**src/rtl/fifo_level_pkg.sv**
```systemverilog
// rtl/fifo_level_pkg.sv - shared width helpers for the fifo_level slice
//
// Purpose: constant functions used by fifo_level and its pointer sub-module
// to size pointers and the occupancy counter from the buffer depth.
// Ports: none (package).

package fifo_level_pkg;

  // Pointer width for an index range 0..depth-1; never narrower than 1 bit.
  function automatic int ptr_width(input int depth);
    return (depth <= 2) ? 1 : $clog2(depth);
  endfunction

  // Counter width able to hold 0..depth inclusive.
  function automatic int count_width(input int depth);
    return $clog2(depth + 1);
  endfunction

endpackage

```
**src/rtl/fifo_level_ptr.sv**
```systemverilog
// rtl/fifo_level_ptr.sv - wrapping index pointer for fifo_level
//
// Purpose: holds a read or write index in 0..N_WORD_BUFFER-1 and wraps
// explicitly to 0, so the depth need not be a power of two.
// Ports:
//   i_clk    clock, rising edge
//   i_rst_n  asynchronous active-low reset (pointer -> 0)
//   i_inc    advance pointer by one with wrap
//   i_clr    synchronous clear to 0 (wins over i_inc)
//   o_ptr    current pointer value

module fifo_level_ptr
  import fifo_level_pkg::*;
#(
  parameter  int N_WORD_BUFFER = 4,
  localparam int NB_PTR        = ptr_width(N_WORD_BUFFER)
) (
  input  logic              i_clk,
  input  logic              i_rst_n,
  input  logic              i_inc,
  input  logic              i_clr,
  output logic [NB_PTR-1:0] o_ptr
);

  localparam logic [NB_PTR-1:0] PTR_LAST = NB_PTR'(N_WORD_BUFFER - 1);

  logic [NB_PTR-1:0] ptr_q;
  logic [NB_PTR-1:0] ptr_d;

  always_comb begin
    ptr_d = ptr_q;
    if (i_clr) begin
      ptr_d = '0;
    end else if (i_inc) begin
      ptr_d = (ptr_q == PTR_LAST) ? '0 : ptr_q + NB_PTR'(1);
    end
  end

  always_ff @(posedge i_clk or negedge i_rst_n) begin
    if (!i_rst_n) begin
      ptr_q <= '0;
    end else begin
      ptr_q <= ptr_d;
    end
  end

  assign o_ptr = ptr_q;

endmodule

```
**src/rtl/fifo_level.sv**
```systemverilog
// rtl/fifo_level.sv - synchronous FWFT FIFO with occupancy and level flags
//
// Purpose: single-clock first-word-fall-through FIFO of any depth >= 2 with
// an occupancy count, programmable almost-full/almost-empty thresholds,
// protected push/pop and sticky overflow/underflow flags.
// Ports:
//   i_clk, i_rst_n     clock (rising) and asynchronous active-low reset
//   i_data             write word
//   i_write / i_read   push / pop requests
//   i_flush            synchronous clear of pointers and count
//   i_clr_err          synchronous clear of the sticky error flags
//   o_data             word at head of queue (valid when not empty)
//   o_fifo_empty/full  count == 0 / count == N_WORD_BUFFER
//   o_almost_empty     count <= N_ALMOST_EMPTY
//   o_almost_full      count >= N_ALMOST_FULL
//   o_count            current occupancy
//   o_overflow         sticky: a push was rejected
//   o_underflow        sticky: a pop was rejected

module fifo_level
  import fifo_level_pkg::*;
#(
  parameter  int NB_WORD        = 8,
  parameter  int N_WORD_BUFFER  = 4,
  parameter  int N_ALMOST_FULL  = N_WORD_BUFFER - 1,
  parameter  int N_ALMOST_EMPTY = 1,
  localparam int NB_COUNT       = count_width(N_WORD_BUFFER)
) (
  input  logic                i_clk,
  input  logic                i_rst_n,
  input  logic [NB_WORD-1:0]  i_data,
  input  logic                i_write,
  input  logic                i_read,
  input  logic                i_flush,
  input  logic                i_clr_err,
  output logic [NB_WORD-1:0]  o_data,
  output logic                o_fifo_empty,
  output logic                o_fifo_full,
  output logic                o_almost_empty,
  output logic                o_almost_full,
  output logic [NB_COUNT-1:0] o_count,
  output logic                o_overflow,
  output logic                o_underflow
);

  localparam int NB_PTR = ptr_width(N_WORD_BUFFER);

  localparam logic [NB_COUNT-1:0] COUNT_FULL = NB_COUNT'(N_WORD_BUFFER);
  localparam logic [NB_COUNT-1:0] COUNT_AF   = NB_COUNT'(N_ALMOST_FULL);
  localparam logic [NB_COUNT-1:0] COUNT_AE   = NB_COUNT'(N_ALMOST_EMPTY);

  logic [NB_WORD-1:0]  mem_q [N_WORD_BUFFER];
  logic [NB_PTR-1:0]   rd_ptr;
  logic [NB_PTR-1:0]   wr_ptr;
  logic [NB_COUNT-1:0] count_q;
  logic [NB_COUNT-1:0] count_d;
  logic                overflow_q;
  logic                overflow_d;
  logic                underflow_q;
  logic                underflow_d;

  logic empty;
  logic full;
  logic wr_acc;
  logic rd_acc;
  logic wr_rej;
  logic rd_rej;

  assign empty = (count_q == '0);
  assign full  = (count_q == COUNT_FULL);

  // A flush swallows the same-cycle requests: nothing is accepted and
  // nothing counts as rejected. When full, a simultaneous accepted pop
  // frees the slot the push lands in.
  assign rd_acc = i_read  & ~empty & ~i_flush;
  assign wr_acc = i_write & (~full | rd_acc) & ~i_flush;
  assign rd_rej = i_read  & ~rd_acc & ~i_flush;
  assign wr_rej = i_write & ~wr_acc & ~i_flush;

  fifo_level_ptr #(
    .N_WORD_BUFFER (N_WORD_BUFFER)
  ) u_rd_ptr (
    .i_clk   (i_clk),
    .i_rst_n (i_rst_n),
    .i_inc   (rd_acc),
    .i_clr   (i_flush),
    .o_ptr   (rd_ptr)
  );

  fifo_level_ptr #(
    .N_WORD_BUFFER (N_WORD_BUFFER)
  ) u_wr_ptr (
    .i_clk   (i_clk),
    .i_rst_n (i_rst_n),
    .i_inc   (wr_acc),
    .i_clr   (i_flush),
    .o_ptr   (wr_ptr)
  );

  always_comb begin
    count_d = count_q;
    if (i_flush) begin
      count_d = '0;
    end else if (wr_acc && !rd_acc) begin
      count_d = count_q + NB_COUNT'(1);
    end else if (rd_acc && !wr_acc) begin
      count_d = count_q - NB_COUNT'(1);
    end
  end

  // Clear first, then OR in this cycle's rejection so a rejection wins.
  always_comb begin
    overflow_d  = i_clr_err ? 1'b0 : overflow_q;
    underflow_d = i_clr_err ? 1'b0 : underflow_q;
    overflow_d  = overflow_d  | wr_rej;
    underflow_d = underflow_d | rd_rej;
  end

  always_ff @(posedge i_clk or negedge i_rst_n) begin
    if (!i_rst_n) begin
      count_q     <= '0;
      overflow_q  <= 1'b0;
      underflow_q <= 1'b0;
    end else begin
      count_q     <= count_d;
      overflow_q  <= overflow_d;
      underflow_q <= underflow_d;
    end
  end

  // Storage is deliberately not reset so it can map onto distributed RAM.
  always_ff @(posedge i_clk) begin
    if (wr_acc) begin
      mem_q[wr_ptr] <= i_data;
    end
  end

  assign o_data         = mem_q[rd_ptr];
  assign o_fifo_empty   = empty;
  assign o_fifo_full    = full;
  assign o_almost_empty = (count_q <= COUNT_AE);
  assign o_almost_full  = (count_q >= COUNT_AF);
  assign o_count        = count_q;
  assign o_overflow     = overflow_q;
  assign o_underflow    = underflow_q;

endmodule

```
**config.mk**
```make
export PLATFORM = sky130hd
export DESIGN_NAME = fifo_level
export DESIGN_NICKNAME = d
export VERILOG_FILES = /design/src/rtl/fifo_level_pkg.sv /design/src/rtl/fifo_level_ptr.sv /design/src/rtl/fifo_level.sv
export SDC_FILE = /design/constraint.sdc
export NUM_CORES = 1
export LEC_CHECK = 0
export BUFFER_PORTS_ARGS = -buffer_cell sky130_fd_sc_hd__buf_2
export CORE_MARGIN = 2
export CORE_UTILIZATION = 29
export CTS_CLUSTER_SIZE = 8
export DETAILED_ROUTE_END_ITERATION = 16
export PLACE_DENSITY_LB_ADDON = 0.3
export SETUP_SLACK_MARGIN = 0.4
export SLEW_MARGIN = 20
export SYNTH_ARGS = -nofsm -noshare
export SYNTH_HDL_FRONTEND = slang
export SYNTH_SLANG_ARGS = --single-unit
```
**constraint.sdc**
```tcl
create_clock -name i_clk -period 2.2 [get_ports i_clk]
set_clock_uncertainty 0.15 [all_clocks]
set_input_delay 0.11 -clock i_clk [delete_from_list [all_inputs] [get_ports i_clk]]
set_output_delay 0.11 -clock i_clk [all_outputs]
set_load 0.1 [all_outputs]
```
==> impl_metrics.ini <==
[worst_setup_path]
worstSetupPathType = flip-flop to primary output
worst_path_max_delay_cell = mux4_2
cpLargestDelayFamily = multiplexers
cp_data_arrival_time_ns = 1.57
startpoint_type = flip-flop
crit_fanout = 7
path_buf_inv = 2
r2r_slack_ns = 0.39
cpPeakStageDelay_ns = 0.52
path_cells = buf_12 > mux4_2 > buf_6
cp.required_ns = 1.94
end_kind = primary output

[timing]
rsz0062_at_grt = yes
max_clock_freq_ghz = 0.548
setup_viol = 0
finalHoldViolCount = 0
post-route-period-util_pct = 83.0
worst_slew_pin_slew_ns = 0.493
min_period_ns = 1.83
setup_tns_ns = 0
maxSlewHeadroom_pct = 67.4
drv_slew = 0
worst_slack_ns = 0.375

[logic_synthesis]
syn-num-nets = 145
synthFlopType = edfxtp_1
synthCells = 122
synth_area_sq_um = 1880
syn_area_per_cell_sq_um = 15.4
ys_ff_latch = 41
synth_warnings = 0
ys_async_sr_fraction_pct = 22.0
ys_types = 34
synth-seq-area-share_pct = 63.1
synth_edf_count = 32

[clocking]
clk_pin_slew_ns = 0.09
clockRootBuffer = clkbuf_8
numCtsBuffers = 5
cts.sinks = 41
clock_path_buffers = 2
worstSkewPairLatency_ns = 0.29
cts_tree = built
h-tree-depth = 2

[floorplanning]
coreArea_sq_um = 6310
start_util_pct = 29.8
io_pins = 31
die_x_um = 84.5
die-area_sq_um = 7140
die-height_um = 84.5
fp-row-count = 29

[route]
drcViolationCount = 0
ant_nets = 0
drt_iter0_markers = 62
met1_length_um = 1690
post_drt_wl_per_cell_um = 15.5
vias = 1199
wl_met3_um = 185
dr.max_layer_used = met4
detail_route.vias_per_cell = 4.76
first_pass_iters = 4
wl_met2_um = 2000
wirelength_um = 3900

[final_layout]
multiInputGateArea_sq_um = 682
layout.nets = 197
syn_to_final_growth_pct = 36.9
mostFrequentLayoutCell = edfxtp_1
drive_above_1_share_pct = 46.9
final_cell_mix = edfxtp_1 (32), buf_2 (18), dlygate4sd3_1 (11)
fin_cells = 252
insertedDiodeCount = 0
regArea_sq_um = 1200
fillers = 605

[grt]
antenna_found_initial = 0
first_global_vias = 1248
grt_overflow = 0
grt_pass1_wl_um = 6450
track_usage_pct = 11.7
grt_max_degree = 15

[placed_design]
io_buffers = 30
finalWeightedCongestion = 0.855
dp_slack_ns = 0.357
place_inst = 225
hpwl_um = 2670

[worst_hold_path]
hp-class = input port to flip-flop

[outcome]
status = completed

[flow_run]
drv_cap = 0
-- synthesized netlist by cell type, drive strengths merged, types with 2 or more instances --
cell     n  share of area, %
ha       9               6.0
nand3b   2              0.80
nor2b    2              0.67
mux2     2               1.2
and2     5               1.7
o21ai    5               1.3
nand2b   3               1.4
o32ai    2              0.93
dfrtp    9                12
inv     11               2.2
mux4     8               9.6
clkbuf   2              0.40
xnor2    2              0.93
buf      3               1.4
edfxtp  32                51
nor2     6               1.2
a21oi    5               1.3
-- per-stage QoR --
| stage | util, % | hold WS, ns | instance area, sq um |
|---|---|---|---|
| 6_report | 40.7 | 0.0204 | 2570 |
| 5_1_grt | 40.7 | 0.0420 | 2570 |
| 4_1_cts | 40.3 | 0.00657 | 2540 |
| 3_5_place_dp | 34.6 | -0.161 | 2190 |
| 3_3_place_gp | 34.6 | -0.173 | 2190 |
| 2_1_floorplan | - | -0.336 | 1960 |
-- worst reg2reg max path, stage by stage, from the launching register on --
cell and delay (ns):
dfrtp_4 0.44, inv_4 0.06, ha_4 0.19, and3b_2 0.24, nor3_4 0.17, and2_4 0.26
-- logic make-up after synthesis --
group	after synthesis	share of synthesized area [%]
flops	41	63.1
buf+inv	16	3.99
fa+ha+maj	9	5.99
xor+xnor	2	0.932
compound gates	19	6.86
simple gates	25	8.32
mux	10	10.8
-- cell type report --
| class | instances | area share (%) |
|---|---|---|
| flip-flops and latches | 41 | 46.6 |
| repair buffers | 50 | 16.3 |
| multi-input cells | 65 | 26.5 |
| well taps | 77 | 3.75 |
| inverters | 11 | 2.38 |
| clock inverters | 3 | 1.70 |
| clock buffers | 5 | 2.68 |
-- flip-flops by register name (all words and copies together), names as in the netlist --
signal          flops
mem_q              32
o_count             3
u_rd_ptr.o_ptr      2
u_wr_ptr.o_ptr      2
o_overflow          1
o_underflow         1
-- routing by layer --
| metal | track usage, % | up-vias |
|---|---|---|
| met2 | 20.0 | 36 |
| met3 | 3.54 | 4 |
| met4 | 2.74 | 0 |
| li1 | - | 562 |
| met1 | 14.8 | 597 |
| met5 | 0 | - |
-- path summary, 6_finish.rpt --
kind                                     endpoint              start  depth (start not counted)
worst min-delay path            u_wr_ptr.o_ptr[1]            i_flush                          2
max in group asynchronous              o_count[2]            i_rst_n                          2
worst min register to register        o_underflow        o_underflow                          2
worst max-delay path                    o_data[2]  u_rd_ptr.o_ptr[0]                          3
min in group asynchronous              o_count[1]            i_rst_n                          2
worst max register to register        mem_q[0][3]         o_count[1]                          5
-- what timing repair did --
item                                    CTS  global route
pin swaps                                 2             2
hold buffers                             11             0
buffers inserted                          6             2
hold endpoints to repair                 44             0
endpoints found under the setup margin   45            45
gates resized for setup                  28             4
Power is not shown: default switching activity piles up to over one toggle a cycle in this logic, so the estimate is an artifact.
